===== src/rtl/m2_stage_pkg.sv =====
// Shared constants for the M2 memory stage: bus widths and the bit index of
// each memory instruction within the one-hot mem_inst field.
package m2_stage_pkg;

   localparam int M1_TO_MS_BUS_WD = 149;
   localparam int MS_TO_WS_BUS_WD = 73;
   localparam int MEM_INST_WD     = 12;

   // mem_inst is one-hot, bit 0 upward
   localparam int MI_LB  = 0;
   localparam int MI_LBU = 1;
   localparam int MI_LH  = 2;
   localparam int MI_LHU = 3;
   localparam int MI_LW  = 4;
   localparam int MI_LWL = 5;
   localparam int MI_LWR = 6;
   localparam int MI_SB  = 7;
   localparam int MI_SH  = 8;
   localparam int MI_SW  = 9;
   localparam int MI_SWL = 10;
   localparam int MI_SWR = 11;

endpackage


===== src/rtl/m2_stage_load_align.sv =====
// Load alignment: picks the addressed byte/halfword out of the returned load
// word, sign- or zero-extends it, and merges LWL/LWR with the old rt value.
module load_align
   import m2_stage_pkg::*;
(
   input  logic [MEM_INST_WD-1:0] mem_inst,
   input  logic [1:0]             addr,
   input  logic [31:0]            word,
   input  logic [31:0]            rt_value,
   output logic [31:0]            result
);

   logic [7:0]  byte_sel_s;
   logic [15:0] half_sel_s;
   logic [31:0] lwl_s;
   logic [31:0] lwr_s;

   // Select the addressed byte and halfword of the load word
   always_comb begin
      byte_sel_s = word[7:0];
      case (addr)
         2'd0:    byte_sel_s = word[7:0];
         2'd1:    byte_sel_s = word[15:8];
         2'd2:    byte_sel_s = word[23:16];
         2'd3:    byte_sel_s = word[31:24];
         default: byte_sel_s = word[7:0];
      endcase
      if (addr[1]) begin
         half_sel_s = word[31:16];
      end else begin
         half_sel_s = word[15:0];
      end
   end

   // LWL: low bytes of the word fill the register from the top down
   always_comb begin
      lwl_s = word;
      case (addr)
         2'd0:    lwl_s = {word[7:0],  rt_value[23:0]};
         2'd1:    lwl_s = {word[15:0], rt_value[15:0]};
         2'd2:    lwl_s = {word[23:0], rt_value[7:0]};
         2'd3:    lwl_s = word;
         default: lwl_s = word;
      endcase
   end

   // LWR: high bytes of the word fill the register from the bottom up
   always_comb begin
      lwr_s = word;
      case (addr)
         2'd0:    lwr_s = word;
         2'd1:    lwr_s = {rt_value[31:24], word[31:8]};
         2'd2:    lwr_s = {rt_value[31:16], word[31:16]};
         2'd3:    lwr_s = {rt_value[31:8],  word[31:24]};
         default: lwr_s = word;
      endcase
   end

   // Pick the result for whichever load is active; stores carry no load data
   always_comb begin
      result = 32'h0000_0000;
      if (mem_inst[MI_LB]) begin
         result = {{24{byte_sel_s[7]}}, byte_sel_s};
      end else if (mem_inst[MI_LBU]) begin
         result = {24'h00_0000, byte_sel_s};
      end else if (mem_inst[MI_LH]) begin
         result = {{16{half_sel_s[15]}}, half_sel_s};
      end else if (mem_inst[MI_LHU]) begin
         result = {16'h0000, half_sel_s};
      end else if (mem_inst[MI_LW]) begin
         result = word;
      end else if (mem_inst[MI_LWL]) begin
         result = lwl_s;
      end else if (mem_inst[MI_LWR]) begin
         result = lwr_s;
      end else if (|mem_inst[MI_SWR:MI_SB]) begin
         result = 32'h0000_0000;
      end else begin
         result = 32'h0000_0000;
      end
   end

endmodule


===== src/rtl/m2_stage.sv =====
// Second memory stage: holds each instruction from M1 until its load data
// (if any) returns, buffers that data while WB is stalled, and produces the
// register-file write plus forwarding/interlock information for ID.
module m2_stage #(
   parameter int M1_TO_MS_BUS_WD = m2_stage_pkg::M1_TO_MS_BUS_WD,
   parameter int MS_TO_WS_BUS_WD = m2_stage_pkg::MS_TO_WS_BUS_WD
) (
   input  logic                       clk,
   input  logic                       resetn,
   input  logic                       ws_allowin,
   output logic                       ms_allowin,
   input  logic                       m1s_to_ms_valid,
   input  logic [M1_TO_MS_BUS_WD-1:0] m1s_to_ms_bus,
   output logic                       ms_to_ws_valid,
   output logic [MS_TO_WS_BUS_WD-1:0] ms_to_ws_bus,
   input  logic                       data_data_ok,
   input  logic [31:0]                data_rdata,
   output logic [4:0]                 Ms_dest,
   output logic [31:0]                Ms_result,
   output logic                       ms_load_pending
);

   import m2_stage_pkg::*;

   logic                       ms_valid_r;
   logic [M1_TO_MS_BUS_WD-1:0] bus_r;
   logic [31:0]                rdata_buf_r;
   logic                       rdata_buf_vld_r;

   logic                   mfc0_s;
   logic [31:0]            cp0_data_s;
   logic                   ex_s;
   logic [31:0]            rt_value_s;
   logic [MEM_INST_WD-1:0] mem_inst_s;
   logic                   res_from_mem_s;
   logic                   gr_we_s;
   logic [4:0]             dest_s;
   logic [31:0]            alu_result_s;
   logic [31:0]            pc_s;

   logic        ms_wait_s;
   logic        ms_ready_go_s;
   logic [31:0] load_word_s;
   logic [31:0] load_result_s;
   logic [31:0] final_result_s;
   logic [3:0]  rf_wen_s;

   // Unpack the captured M1 payload
   assign {mfc0_s, cp0_data_s, ex_s, rt_value_s, mem_inst_s, res_from_mem_s,
           gr_we_s, dest_s, alu_result_s, pc_s} = bus_r;

   // A non-excepting load stalls until data arrives, unless already buffered
   assign ms_wait_s       = ms_valid_r & res_from_mem_s & ~ex_s & ~rdata_buf_vld_r;
   assign ms_ready_go_s   = ~ms_wait_s | data_data_ok;
   assign ms_allowin      = ~ms_valid_r | (ms_ready_go_s & ws_allowin);
   assign ms_to_ws_valid  = ms_valid_r & ms_ready_go_s;
   assign ms_load_pending = ms_wait_s;

   // Buffered data wins once captured so later DCache bus activity is ignored
   assign load_word_s = rdata_buf_vld_r ? rdata_buf_r : data_rdata;

   load_align u_load_align (
      .mem_inst (mem_inst_s),
      .addr     (alu_result_s[1:0]),
      .word     (load_word_s),
      .rt_value (rt_value_s),
      .result   (load_result_s)
   );

   // Choose the value written back: load data, CP0 read, or ALU result
   always_comb begin
      final_result_s = alu_result_s;
      if (res_from_mem_s) begin
         final_result_s = load_result_s;
      end else if (mfc0_s) begin
         final_result_s = cp0_data_s;
      end else begin
         final_result_s = alu_result_s;
      end
   end

   assign rf_wen_s     = {4{gr_we_s & ms_valid_r & ~ex_s}};
   assign ms_to_ws_bus = {rf_wen_s, dest_s, final_result_s, pc_s};
   assign Ms_result    = final_result_s;

   // Forwarding destination is only meaningful for a live register writer
   always_comb begin
      Ms_dest = 5'd0;
      if (ms_valid_r & gr_we_s) begin
         Ms_dest = dest_s;
      end else begin
         Ms_dest = 5'd0;
      end
   end

   // Stage occupancy: refilled whenever the stage can accept
   always_ff @(posedge clk or negedge resetn) begin
      if (!resetn) begin
         ms_valid_r <= 1'b0;
      end else if (ms_allowin) begin
         ms_valid_r <= m1s_to_ms_valid;
      end else begin
         ms_valid_r <= ms_valid_r;
      end
   end

   // Pipeline register: captures the M1 payload on a handshake
   always_ff @(posedge clk or negedge resetn) begin
      if (!resetn) begin
         bus_r <= '0;
      end else if (ms_allowin & m1s_to_ms_valid) begin
         bus_r <= m1s_to_ms_bus;
      end else begin
         bus_r <= bus_r;
      end
   end

   // Hold returned load data while WB is stalled; release when the load leaves
   always_ff @(posedge clk or negedge resetn) begin
      if (!resetn) begin
         rdata_buf_r     <= 32'h0000_0000;
         rdata_buf_vld_r <= 1'b0;
      end else if (ms_wait_s & data_data_ok & ~ws_allowin) begin
         rdata_buf_r     <= data_rdata;
         rdata_buf_vld_r <= 1'b1;
      end else if (ms_to_ws_valid & ws_allowin) begin
         rdata_buf_r     <= rdata_buf_r;
         rdata_buf_vld_r <= 1'b0;
      end else begin
         rdata_buf_r     <= rdata_buf_r;
         rdata_buf_vld_r <= rdata_buf_vld_r;
      end
   end

endmodule


===== config.mk =====
export PLATFORM = sky130hd
export DESIGN_NAME = m2_stage
export DESIGN_NICKNAME = d
export VERILOG_FILES = /design/src/rtl/m2_stage_pkg.sv /design/src/rtl/m2_stage_load_align.sv /design/src/rtl/m2_stage.sv
export SDC_FILE = /design/constraint.sdc
export NUM_CORES = 1
export LEC_CHECK = 0
export ABC_AREA = 0
export CORE_ASPECT_RATIO = 1.4
export CORE_MARGIN = 4
export CORE_UTILIZATION = 53
export CTS_CLUSTER_DIAMETER = 40
export CTS_CLUSTER_SIZE = 16
export DETAILED_ROUTE_END_ITERATION = 8
export PLACE_DENSITY = 0.87
export SLEW_MARGIN = 5
export SYNTH_ARGS = -nofsm -noshare
export SYNTH_HDL_FRONTEND = slang
export SYNTH_SLANG_ARGS = --single-unit

===== constraint.sdc =====
create_clock -name clk -period 4.5 [get_ports clk]
set_clock_uncertainty 0.15 [all_clocks]
set_input_delay 0.45 -clock clk [delete_from_list [all_inputs] [get_ports clk]]
set_output_delay 0.45 -clock clk [all_outputs]
set_load 0.02 [all_outputs]

==> impl_metrics.yaml <==
synth:
  synth_ff_type: "dfrtp_1"
  synth.net_count: 1140
  synth_edf_count: 0
  ys_seq_area_frac: 0.416
  synth_area_um2: 10700
  syn_inst: 954
  synth_area_leader_cell: "dfrtp_1"
  ys.warnings.count: 0
  async_reset_ff_frac: 1.00
  yosysUniqueCellTypes: 55
  avgSynthCellArea_um2: 11.2
  synthTopCellsByArea: "dfrtp_1 (42%), mux2_2 (20%), mux2i_1 (7.2%), buf_4 (5.6%), mux4_2 (2.3%)"
  yosysTopAreaCellShare: 0.416
  synth-seq-cells: 178
clocking:
  cts_tree: "yes"
  clk_transition_reported_paths_ns: 0.07
  cts_resized: 0
  numClockSinks: 178
  numCtsBuffers: 17
  cts_root_buf: "clkbuf_16"
  insertion_delay_ns: 0.44
  h-tree-depth: 4
  cts_buffer_depth: 2
critical_path:
  cp_num_cells: 7
  cp.required_ns: 3.90
  cp.arrival_ns: 3.77
  reg2reg_from: "bus_r[70]"
  r2r_end: "bus_r[63]"
  cpPeakStageDelay_ns: 0.83
  rr_worst_depth: 6
  startpoint: "bus_r[74]"
  end_kind: "output pin"
  critPathTopFamily: "compound AO/OA/AOI/OAI gates"
  reg2reg_slack_ns: 1.30
  criticalPathCategory: "flip-flop to output pin"
  crit_path_cell_trace: "or2_2 > nand2_1 > o22ai_1 > nor2_1 > o41ai_1 > buf_4 > clkdlybuf4s50_1"
  cp_max_fo: 31
  cp_num_buf_inv: 2
  slowest_stage: "o41ai_1"
  cp-start-kind: "flip-flop"
  endpoint: "ms_to_ws_bus[41]"
timing:
  max_freq_mhz: 229
  setup_viol: 0
  relSlewSlack: 0.394
  finalMaxSlewViolations: 0
  hold_violations: 0
  finalSetupTns_ns: 0
  worst_pin_slew_ns: 0.897
  rsz0062_at_grt: "no"
  final.min_clock_period_ns: 4.37
  period_share: 0.971
  whs_ns: 0.353
floorplan:
  initial_utilization: 0.539
  die_w_um: 128
  die_y_um: 176
  core_area_um2: 19800
  io_pins: 299
  die_area_um2: 22600
  rows: 61
cells_and_area:
  area_growth_pct: 31.6
  mostFrequentLayoutCell: "clkdlybuf4s50_1"
  final_nets: 1357
  post_route_cells_drive_above_1_share: 0.253
  layout_common_cells: "clkdlybuf4s50_1 (292), mux2_2 (194), dfrtp_1 (175)"
  final_core_util: 0.710
placed_design:
  place.gp.congestion: 0.991
  dp_hpwl_mm: 25.1
  port_buffers: 293
drt:
  first_pass_iters: 5
  first_iter_violations: 725
  viasPerCell: 6.08
  avgRoutedWirePerCell_um: 22.8
  wl_mm: 32.8
  ant_nets: 0
  drc: 0
  vias: 8746
power:
  p_leak_nw: 5.71
  pwr_density_cell_nw_per_um2: 493
  combPwrFrac: 0.440
  internal_power_mw: 4.37
  seqPwrFrac: 0.333
  power_mw: 6.94
  power.switching_mw: 2.57
  irDropWorstVdd_mv: 0.300
  p_sw_frac: 0.370
  pwr-share-clk: 0.228
grt:
  grt_pass1_wl_mm: 49.6
  grt_antenna_before_repair: 2
  grt-ovfl-total: 0
  grt_start_max_net_pins: 98
  first_global_vias: 8812
  track_usage: 0.287
worst_hold_path:
  worstHoldPathType: "flip-flop to flip-flop"
  worstHoldStart: "bus_r[51]"
  whs_path_depth: 1
job:
  max_cap_viol_count: 0
run_status:
  status: "finished clean"
## power groups by stage
stage	combinational (mW)	sequential, mW	clock [mW]
floorplan	2.08	2.18	0
global placement	2.98	2.30	0
detailed placement	3.02	2.33	0
CTS	3.04	2.30	1.60
global route	3.21	2.36	1.67
finish	3.05	2.31	1.58
## synthesized netlist by cell type (all sizes together), types with 2 or more instances
master   count
mux2       197
dfrtp      178
buf        112
mux2i       77
a21oi       46
nand2       40
nor2        40
clkbuf      28
o21ai       19
a211oi      15
o221ai      15
nor2b       13
a221oi      12
o22ai       12
inv         11
mux4        11
nand2b      11
o211ai      11
a221o        8
a22oi        8
or2          8
a211o        7
a31oi        7
and3         7
nor3         7
or3          7
nand3        6
a311o        5
a2111oi      4
and2         4
nor4         3
o21a         3
o41ai        3
nand4b       2
o2111ai      2
o22a         2
or4          2
## registers in the layout (all words and copies together) (netlist names)
name,cells
rdata_buf_vld_r,1
bus_r,144
rdata_buf_r,32
ms_valid_r,1
## layer usage
metal,share of wire,vias up,track usage
li1,-,3920,-
met1,0.38,4269,0.361
met2,0.51,478,0.483
met3,0.074,79,0.0524
met4,0.041,0,0.126
met5,0,-,0
## how the worst min path moves through the flow
| stage | end | slack [ns] |
|---|---|---|
| global route | bus_r[130] | 0.36 |
| CTS | bus_r[51] | 0.36 |
| floorplan | bus_r[0] | 0.004 |
| global placement | bus_r[55] | 0.33 |
| finish | bus_r[51] | 0.35 |
| detailed placement | bus_r[51] | 0.34 |
## repair_timing
action	CTS	global route
hold buffers	1	0
endpoints found under the hold margin	26	0
setup buffers	0	0
## through the flow
stage | cells | setup WS [ns] | area [um^2]
after detailed placement | 1403 | 0.710 | 13400
final | 1439 | 0.128 | 14100
after floorplan | 954 | 1.29 | 10700
after CTS | 1436 | 0.232 | 14100
after global routing | 1438 | 0.0708 | 14100
after global placement | 1403 | 0.678 | 13400
## area by class of cell
cell class	instances	area, um^2
fill	1449	5760
sequential	178	4460
multi-input combinational	625	5350
timing repair buffer	338	3290
antenna	3	7.51
inverter	11	41.3
clock inverter	13	186
clock buffer	19	443
tap	252	315
## kinds of logic after synthesis
kind of cell / count (synthesis) / share of synthesized area
muxes: 285 / 0.303
AOI/OAI and AO/OA: 185 / 0.122
DFF: 178 / 0.416
and+or+nand+nor: 155 / 0.0733
buffers and inverters: 151 / 0.0855
Power figures use the tool's default switching activity.
